## src/rtl/temporizador_descendente_pkg.sv

```systemverilog
// Shared definitions for the loadable down-counter/timer: bit-width helper
// and FSM state encoding.
package temporizador_descendente_pkg;

  // Number of bits needed to represent 'value' (same helper as the up-counter).
  function automatic int unsigned clogb2(input int unsigned value);
    int unsigned v;
    int unsigned bits;
    v    = value;
    bits = 0;
    while (v > 0) begin
      bits++;
      v = v >> 1;
    end
    return bits;
  endfunction

  typedef enum logic {
    REPOSO = 1'b0,
    CUENTA = 1'b1
  } estado_t;

endpackage

```

## src/rtl/temporizador_descendente.sv

```systemverilog
// Loadable down-counter/timer. A start command loads a (saturated) value,
// the count decrements once per enable tick and a one-cycle fin_cuenta pulse
// marks terminal count. Load value N yields terminal after N+1 enable ticks.
// Optional feature: define AUTORRECARGA_EN to reload on terminal and keep
// counting (periodic tick); otherwise the timer is one-shot.
module temporizador_descendente
  import temporizador_descendente_pkg::*;
#(
  parameter  int unsigned MODULO = 16,
  localparam int unsigned W      = clogb2(MODULO - 1)
) (
  input  logic         clock,
  input  logic         reset,
  input  logic         arranque,
  input  logic [W-1:0] valor_carga,
  input  logic         enable,
  input  logic         parar,
  output logic [W-1:0] cuenta,
  output logic         ocupado,
  output logic         fin_cuenta
);

  localparam logic [W-1:0] MAX_CUENTA = W'(MODULO - 1);

  estado_t      estado, estado_next;
  logic [W-1:0] cuenta_next;
  logic         fin_next;
  logic [W-1:0] carga_sat;

`ifdef AUTORRECARGA_EN
  logic [W-1:0] recarga, recarga_next;
`endif

  // Load value clipped to the largest supported count.
  always_comb begin
    carga_sat = (valor_carga > MAX_CUENTA) ? MAX_CUENTA : valor_carga;
  end

  // State, count and terminal pulse registers with synchronous active-low reset.
  always_ff @(posedge clock) begin
    if (!reset) begin
      estado     <= REPOSO;
      cuenta     <= '0;
      fin_cuenta <= 1'b0;
`ifdef AUTORRECARGA_EN
      recarga    <= '0;
`endif
    end else begin
      estado     <= estado_next;
      cuenta     <= cuenta_next;
      fin_cuenta <= fin_next;
`ifdef AUTORRECARGA_EN
      recarga    <= recarga_next;
`endif
    end
  end

  // Next-state logic: start, abort (highest priority in CUENTA), decrement, terminal.
  always_comb begin
    estado_next = estado;
    cuenta_next = cuenta;
    fin_next    = 1'b0;
`ifdef AUTORRECARGA_EN
    recarga_next = recarga;
`endif
    case (estado)
      REPOSO: begin
        if (arranque) begin
          cuenta_next = carga_sat;
`ifdef AUTORRECARGA_EN
          recarga_next = carga_sat;
`endif
          estado_next = CUENTA;
        end
      end
      CUENTA: begin
        if (parar) begin
          estado_next = REPOSO;
        end else if (enable) begin
          if (cuenta != '0) begin
            cuenta_next = cuenta - W'(1);
          end else begin
            fin_next = 1'b1;
`ifdef AUTORRECARGA_EN
            cuenta_next = recarga;
`else
            estado_next = REPOSO;
`endif
          end
        end
      end
      default: estado_next = REPOSO;
    endcase
  end

  // ocupado is a direct decode of the state register, so it is registered too.
  always_comb begin
    ocupado = (estado == CUENTA);
  end

endmodule

```

## config.mk

```make
export PLATFORM = sky130hd
export DESIGN_NAME = temporizador_descendente
export DESIGN_NICKNAME = d
export VERILOG_FILES = /design/src/rtl/temporizador_descendente_pkg.sv /design/src/rtl/temporizador_descendente.sv
export SDC_FILE = /design/constraint.sdc
export NUM_CORES = 1
export LEC_CHECK = 0
export BUFFER_PORTS_ARGS = -buffer_cell sky130_fd_sc_hd__buf_4
export CAP_MARGIN = 10
export CORE_AREA = 2 2 39 41
export CTS_CLUSTER_DIAMETER = 40
export CTS_CLUSTER_SIZE = 24
export DETAILED_ROUTE_END_ITERATION = 10
export DIE_AREA = 0 0 41 43
export PLACE_DENSITY = 0.46
export SKIP_CTS_REPAIR_TIMING = 1
export SYNTH_ARGS = -nofsm -noshare
export SYNTH_HDL_FRONTEND = slang
export SYNTH_SLANG_ARGS = --single-unit
```

## constraint.sdc

```tcl
create_clock -name clock -period 1.8 [get_ports clock]
set_clock_uncertainty 0.2 [all_clocks]
set_input_delay 0 -clock clock [delete_from_list [all_inputs] [get_ports clock]]
set_output_delay 0 -clock clock [all_outputs]
set_load 0.01 [all_outputs]
```

==> results.rst, run 1 <==
.. list-table::
   :header-rows: 1

   * - Metric
     - Value
   * - Run status
     - completed
   * - Final hold vios
     - 0
   * - EDFF count, synth
     - 0
   * - Total inserted antenna cells
     - 0
   * - Hold path startpoint
     - valor_carga[3]
   * - Maximum resistive drop on vdd
     - 0.3930 mV
   * - Clock tree from TritonCTS
     - yes
   * - Total leakage power
     - 0.2831 nW
   * - Most area-hungry cell type in the Yosys netlist
     - sky130_fd_sc_hd__dfxtp_1
   * - Final cell count without fillers
     - 92
   * - Cell depth of the worst min-delay path
     - 4
   * - Synthesized area divided by synthesized cell count
     - just over 8 um^2
   * - Max FO, Critical Path
     - 4
   * - Congestion Overflow GR
     - 0
   * - Reported max-cap violation count
     - 0
   * - Synthesized net count
     - between 50 and 60
   * - Yosys cell types
     - 24
   * - Period Utilization, post-route
     - between 90% and 100%
   * - Count of input and output buffers
     - 14
   * - Number of nets with antenna violations after detailed routing
     - 0
   * - Avg WL per Cell
     - 11.84 um
   * - Overall via count from detail_route
     - 452
   * - Number of slew-limit violations in the final report
     - 0
   * - Fraction of final layout cells sized beyond drive strength 1
     - 39.47%
   * - Number of nets at the end of the flow
     - 88
   * - Shortest period the worst path allows
     - between 1.5 and 2 ns
   * - Area share of the largest cell type after synthesis
     - between 30% and 40%
   * - Final core utilization
     - 47.02%
   * - Pre-CTS worst setup slack
     - 0.1240 ns
   * - Number of antenna violations at the first check in global routing
     - 0
   * - Placed Cells incl. Taps
     - 81
   * - Routability Congestion
     - 0.7363
   * - Final-layout setup total negative slack
     - 0 ns
   * - Crit path required time
     - roughly 1.8 ns
   * - Leading post-synthesis cells by cell area
     - sky130_fd_sc_hd__dfxtp_1 34%, sky130_fd_sc_hd__a21oi_1 5.7%, sky130_fd_sc_hd__inv_1 5.4%
   * - Total length of routed wires
     - 1.089 mm
   * - Half-perimeter wire length after detailed placement
     - between 700 and 800 um
   * - Sink Count
     - 6
   * - Min setup slack post-route
     - 0.09276 ns
   * - Root buffer cell
     - sky130_fd_sc_hd__clkbuf_4
   * - Achievable clock frequency
     - 585.7 MHz
   * - Hold crit path type
     - input port to flip-flop
   * - Ys async rst share
     - 0%
   * - Number of buffers added by the clock tree synthesis step
     - 3
   * - Die X-Extent
     - 41 um
   * - Most used flip-flop cell after synthesis
     - sky130_fd_sc_hd__dfxtp_1
   * - Core box area
     - 0.001384 mm^2
   * - First DRT Iteration DRCs
     - 12
   * - Number of global-route vias before repair
     - 388
   * - CTS H-Tree Depth
     - 1
   * - Chip height
     - 43 um
   * - Yosys reg bits
     - 6
   * - Worst slew margin
     - 85.41%
   * - I/O pin count
     - 15
   * - First-pass GRT wire length
     - 1.704 mm
   * - Final setup fails
     - 0
   * - Maximum buffer depth of the clock tree
     - 2
   * - Cells after synthesis
     - 43
   * - Post-synthesis sequential area ratio
     - between 30% and 40%
   * - Power consumption
     - ~0.43 mW
   * - Endpoint, Worst Hold
     - cuenta[3]$_SDFFE_PN0P_
   * - Reg clk slew, reported paths
     - 0.05 ns
   * - Worst-Margin Slew
     - 0.2168 ns
   * - Arrival time reported for the critical path endpoint
     - ~1.7 ns
   * - Via density per instance
     - 4.913
   * - Largest net degree at the start of global routing
     - 8
   * - Synthesized area
     - ~350 um^2
   * - RSZ-0062 raised after global routing
     - no
   * - Power density over the cells
     - 655.2 mW/mm^2
   * - Total global routing track utilization
     - 14.77%
   * - Startpoint-to-endpoint class of the critical path
     - input port to flip-flop
   * - Yosys warning total
     - 0
   * - Area Overhead vs Synth
     - 85.71%
   * - Total number of placement rows
     - 14
   * - Worst r2r dst
     - cuenta[3]$_SDFFE_PN0P_
   * - Insertion delay to the later sink of the worst-skew pair
     - 0.24 ns
   * - CP endpoint kind
     - flip-flop
   * - Nature of the critical path startpoint
     - input port
   * - Length of the first detailed-routing pass in iterations
     - 4
   * - R2R depth
     - 6
   * - Filler cell count
     - 136
   * - Post-detailed-route DRC marker count
     - 0
   * - Worst setup slack for register-to-register paths
     - 0.14 ns
   * - Die area
     - 0.001763 mm^2
   * - Initial standard-cell utilization of the core
     - roughly 25%
   * - R2R Path Start
     - cuenta[0]$_SDFFE_PN0P_
cell families (layout without fill, tap and decap cells):
| family | count (synthesis) | in the layout | synth area share (%) |
|---|---|---|---|
| AO/OA/AOI/OAI | 15 | 15 | 30.00 |
| buffers and inverters | 5 | 38 | 5.358 |
| AND/OR/NAND/NOR | 16 | 16 | 26.79 |
| flip-flops | 6 | 6 | 34.29 |
| adder cells (fa/ha/maj) | 1 | 1 | 3.571 |
worst max-delay path: stages:
cell	delay [ns]
sky130_fd_sc_hd__dlygate4sd3_1	0.54
sky130_fd_sc_hd__buf_4	0.14
sky130_fd_sc_hd__nand3b_1	0.16
sky130_fd_sc_hd__buf_4	0.16
sky130_fd_sc_hd__dlygate4sd3_1	0.55
sky130_fd_sc_hd__nor3_1	0.13
cells in the mapped netlist, types with 2 or more instances:
library cell / instances
sky130_fd_sc_hd__a21oi_1: 4
sky130_fd_sc_hd__a31oi_1: 2
sky130_fd_sc_hd__dfxtp_1: 6
sky130_fd_sc_hd__inv_1: 5
sky130_fd_sc_hd__nand2_1: 5
sky130_fd_sc_hd__nor2_1: 2
sky130_fd_sc_hd__nor3_1: 2
worst max-delay path by stage:
| stage | from | endpoint | slack [ns] | depth (start not counted) |
|---|---|---|---|---|
| 6_report | parar | fin_cuenta$_SDFF_PP0_ | 0.09 | 6 |
| 4_1_cts | cuenta[0]$_SDFFE_PN0P_ | cuenta[3]$_SDFFE_PN0P_ | 0.1 | 6 |
| 5_1_grt | cuenta[0]$_SDFFE_PN0P_ | cuenta[3]$_SDFFE_PN0P_ | 0.02 | 6 |
| 3_3_place_gp | cuenta[0]$_SDFFE_PN0P_ | cuenta[1]$_SDFFE_PN0P_ | 0.14 | 7 |
| 3_5_place_dp | cuenta[0]$_SDFFE_PN0P_ | cuenta[3]$_SDFFE_PN0P_ | 0.12 | 6 |
| 2_1_floorplan | cuenta[0]$_SDFFE_PN0P_ | cuenta[3]$_SDFFE_PN0P_ | 0.11 | 6 |
placed cells by master, fill, tap and decap left out:
cell                             n
sky130_fd_sc_hd__nor3b_4         1
sky130_fd_sc_hd__a21oi_1         3
sky130_fd_sc_hd__a2bb2oi_1       1
sky130_fd_sc_hd__a31oi_1         2
sky130_fd_sc_hd__nand3b_1        1
sky130_fd_sc_hd__nand2_1         5
sky130_fd_sc_hd__nor3_1          2
sky130_fd_sc_hd__a32oi_1         1
sky130_fd_sc_hd__o32ai_1         1
sky130_fd_sc_hd__a21oi_2         1
sky130_fd_sc_hd__nand4b_1        1
sky130_fd_sc_hd__o31a_2          1
sky130_fd_sc_hd__o21a_1          1
sky130_fd_sc_hd__nor4_1          1
sky130_fd_sc_hd__nor2_1          2
sky130_fd_sc_hd__buf_4          22
sky130_fd_sc_hd__clkbuf_4        3
sky130_fd_sc_hd__dlygate4sd3_1   8
sky130_fd_sc_hd__inv_1           5
sky130_fd_sc_hd__o211ai_1        1
sky130_fd_sc_hd__a211oi_1        1
sky130_fd_sc_hd__or3b_1          1
sky130_fd_sc_hd__nor2b_1         1
sky130_fd_sc_hd__dfxtp_1         6
sky130_fd_sc_hd__or3_2           1
sky130_fd_sc_hd__o21ai_0         1
sky130_fd_sc_hd__a211o_1         1
sky130_fd_sc_hd__ha_2            1
where the power goes:
group / switching, mW / leakage, nW / internal [mW]
clock: 0.0507 / 0.0138 / 0.0756
sequential: 0.00845 / 0.0494 / 0.144
combinational: 0.0622 / 0.220 / 0.0856
area by class of cell:
| type | instances | area, um^2 | area share, % |
|---|---|---|---|
| timing repair buffer | 30 | 245.2 | 37.69 |
| multi-input combinational | 32 | 224.0 | 34.42 |
| sequential | 6 | 120.1 | 18.46 |
| clock buffer | 3 | 22.52 | 3.462 |
| tap | 16 | 20.02 | 3.077 |
| inverter | 5 | 18.77 | 2.885 |
stage by stage:
stage	hold WS [ns]	cell area (um^2)
global route	0.04253	650.6
CTS	-0.1830	558.0
finish	0.01642	650.6
detailed placement	0.07500	535.5
global placement	0.07712	535.5
floorplan	-0.08228	350.3
state kept, by name, indices dropped and copies added (netlist names):
register and flops:
ocupado 1, fin_cuenta 1, cuenta 4
routing by layer:
| metal | GRT usage, % | wire length, um | up-vias |
|---|---|---|---|
| met5 | 0 | 0 | - |
| met4 | 6.000 | 14 | 0 |
| met3 | 7.853 | 50 | 2 |
| met2 | 19.38 | 526 | 14 |
| met1 | 19.68 | 498 | 204 |
| li1 | - | - | 232 |
No activity file was read; power rests on OpenSTA's default activity.
==> run 2, diff against run 1 <==
--- a/config.mk
+++ b/config.mk
@@ -9,4 +9,5 @@
 export CAP_MARGIN = 10
 export CORE_AREA = 2 2 39 41
+export CTS_BUF_LIST = sky130_fd_sc_hd__clkbuf_16
 export CTS_CLUSTER_DIAMETER = 40
 export CTS_CLUSTER_SIZE = 24
==> constraint.sdc (replaced) <==
create_clock -name clock -period 1.8 [get_ports clock]
set_clock_uncertainty 0.2 [all_clocks]
set_input_delay 0.09 -clock clock [delete_from_list [all_inputs] [get_ports clock]]
set_output_delay 0.09 -clock clock [all_outputs]
set_load 0.01 [all_outputs]
==> run 2 against run 1 <==
Net effect: the run now ends with hold timing left; critical endpoint is now cuenta[3]$_SDFFE_PN0P_; largest power group is now clock; wire length fell by 3.9%; combinational power shrank 6%; cell count shrank 6.5%; sequential share of layout area rose by 0.22 points; clock-buffer cell count stayed put; final area shrank 1.2%; clock power rose to 2.9 times the previous value; critical path type is now flip-flop to flip-flop; worst hold slack worse by 0.030 ns.
==> results.rst, run 2 (synthesized netlist as in run 1, its figures left out) <==
.. list-table::
   :header-rows: 1

   * - Metric
     - Value
   * - Run status
     - finished, violations left
   * - Violations in the final reports
     - hold timing
   * - Number of slew-limit violations in the final report
     - 0 (unchanged)
   * - Area post-placement
     - 535.5 um^2 (unchanged)
   * - Final setup fails
     - 0 (unchanged)
   * - Overall via count from detail_route
     - 423 (-6.4%)
   * - Hold crit path type
     - input port to flip-flop
   * - Worst-Margin Slew
     - 0.2165 ns (-0.0003196 ns)
   * - Non-Filler Cell Area, Final
     - 643.1 um^2 (-1.2%)
   * - Total length of routed wires
     - 1.047 mm (-3.9%)
   * - Number of nets at the end of the flow
     - 82 (-6.8%)
   * - Worst slew margin
     - 85.44% (about the same)
   * - Initial standard-cell utilization of the core
     - 25.32% (unchanged)
   * - Crit path required time
     - 1.75 ns (-0.02 ns)
   * - Reg clk slew, reported paths
     - 0.03 ns (-0.02 ns)
   * - Total leakage power
     - 0.2836 nW (+0.21%)
   * - First DRT Iteration DRCs
     - 14 (+2)
   * - Length of the first detailed-routing pass in iterations
     - 3 (-1)
   * - CTS H-Tree Depth
     - 1 (unchanged)
   * - Commonest non-fill, non-tap cell in the layout
     - sky130_fd_sc_hd__buf_4
   * - Total number of placement rows
     - 14 (unchanged)
   * - Achievable clock frequency
     - 591.7 MHz (+1.0%)
   * - Max FO, Critical Path
     - 3 (-1)
   * - Routability Congestion
     - 0.7363 (unchanged)
   * - Power density over the cells
     - 1018 mW/mm^2 (+55%)
   * - Half-perimeter wire length after detailed placement
     - 796.8 um (unchanged)
   * - Final-layout setup total negative slack
     - 0 ns (unchanged)
   * - First-pass GRT wire length
     - 1.718 mm (+0.82%)
   * - Chip height
     - 43 um (unchanged)
   * - Nature of the critical path startpoint
     - flip-flop
   * - Sink Count
     - 6 (unchanged)
   * - Placed Cells incl. Taps
     - 81 (unchanged)
   * - Reg with most FFs
     - cuenta
   * - Period Utilization, post-route
     - 93.89% (-0.95 points)
   * - Area Overhead vs Synth
     - 83.57%
   * - Final cell count without fillers
     - 86 (-6.5%)
   * - CP endpoint kind
     - flip-flop
   * - RSZ-0062 raised after global routing
     - no
   * - Leading cell types in the layout, fill and taps excluded
     - 22 x sky130_fd_sc_hd__buf_4, 6 x sky130_fd_sc_hd__dfxtp_1, 5 x sky130_fd_sc_hd__inv_1, 5 x sky130_fd_sc_hd__nand2_1
   * - Insertion delay to the later sink of the worst-skew pair
     - 0.23 ns (about the same)
   * - Number of nets with antenna violations after detailed routing
     - 0 (unchanged)
   * - Final worst hold slack
     - -0.01351 ns (-0.02992 ns)
   * - Shortest period the worst path allows
     - 1.690 ns (-0.01714 ns)
   * - Number of global-route vias before repair
     - 393 (+1.3%)
   * - Number of buffers added by the clock tree synthesis step
     - 3 (unchanged)
   * - I/O pin count
     - 15 (unchanged)
   * - Largest net degree at the start of global routing
     - 8 (unchanged)
   * - Root buffer cell
     - sky130_fd_sc_hd__clkbuf_16
   * - Total inserted antenna cells
     - 0 (unchanged)
   * - Final core utilization
     - 46.47% (-0.54 points)
   * - Post-detailed-route DRC marker count
     - 0 (unchanged)
   * - Clock tree from TritonCTS
     - yes
   * - Total global routing track utilization
     - 14.87% (+0.10 points)
   * - Arrival time reported for the critical path endpoint
     - 1.64 ns (-0.04 ns)
   * - Count of input and output buffers
     - 14 (unchanged)
   * - Die area
     - 0.001763 mm^2 (unchanged)
   * - Reported max-cap violation count
     - 0 (unchanged)
   * - Startpoint-to-endpoint class of the critical path
     - flip-flop to flip-flop
   * - Avg WL per Cell
     - 12.17 um (+2.9%)
   * - Congestion Overflow GR
     - 0 (unchanged)
   * - Via density per instance
     - 4.919 (+0.11%)
   * - Die X-Extent
     - 41 um (unchanged)
   * - Number of antenna violations at the first check in global routing
     - 0 (unchanged)
   * - Core box area
     - 0.001384 mm^2 (unchanged)
   * - Final hold vios
     - 1 (+1)
   * - Fraction of final layout cells sized beyond drive strength 1
     - 42.86% (+3.4 points)
   * - Maximum resistive drop on vdd
     - 0.5951 mV (+51%)
   * - Max reg flops
     - 4 (unchanged)
   * - Maximum buffer depth of the clock tree
     - 2 (unchanged)
## run 2: cell count changes in the layout (fill, tap and decap cells not counted), sizes merged
| cell | before | now |
|---|---|---|
| dlygate4sd3 | 8 | 2 |
## run 2: path summary, 6_finish.rpt
path,start,end,slack (ns),depth (start not counted)
hold / removal,valor_carga[0],cuenta[0]$_SDFFE_PN0P_,-0.01,3
setup / recovery,cuenta[0]$_SDFFE_PN0P_,cuenta[3]$_SDFFE_PN0P_,0.11,6
setup reg to reg,cuenta[0]$_SDFFE_PN0P_,cuenta[3]$_SDFFE_PN0P_,0.11,6
hold reg to reg,cuenta[0]$_SDFFE_PN0P_,cuenta[0]$_SDFFE_PN0P_,0.35,3
## run 2: routing by layer
layer  wire, um  up-vias  track usage (%)
met1        486      191            19.68
met2        490       13            19.69
met5          0        -                0
met4         11        0            6.000
met3         59        3            7.853
li1           -      216                -
## run 2: critical path, stage by stage (launching register included)
cell	delay [ns]
sky130_fd_sc_hd__dfxtp_1	0.30
sky130_fd_sc_hd__inv_1	0.07
sky130_fd_sc_hd__ha_2	0.18
sky130_fd_sc_hd__nor3b_4	0.22
sky130_fd_sc_hd__nor2_1	0.08
sky130_fd_sc_hd__or3b_1	0.38
sky130_fd_sc_hd__a32oi_1	0.18
## run 2: stage by stage
stage / setup slack (ns) / total power, mW
6_report: 0.1099 / 0.6545
5_1_grt: 0.002112 / 0.6842
4_1_cts: 0.09975 / 0.6462
3_5_place_dp: 0.1240 / 0.2816
3_3_place_gp: 0.1372 / 0.2817
2_1_floorplan: 0.1094 / 0.2167
## run 2: where the power goes
part | internal [mW] | total (mW) | switching, mW | leakage [nW]
clock | 0.285 | 0.363 | 0.0778 | 0.0370
sequential | 0.144 | 0.153 | 0.00847 | 0.0494
combinational | 0.0779 | 0.139 | 0.0607 | 0.197
## run 2: layout make-up
class / count / area, um^2
clock buffer: 3 / 75.07
sequential: 6 / 120.1
timing repair buffer: 24 / 185.2
inverter: 5 / 18.77
fill: 132 / 740.7
tap: 16 / 20.02
multi-input combinational: 32 / 224.0
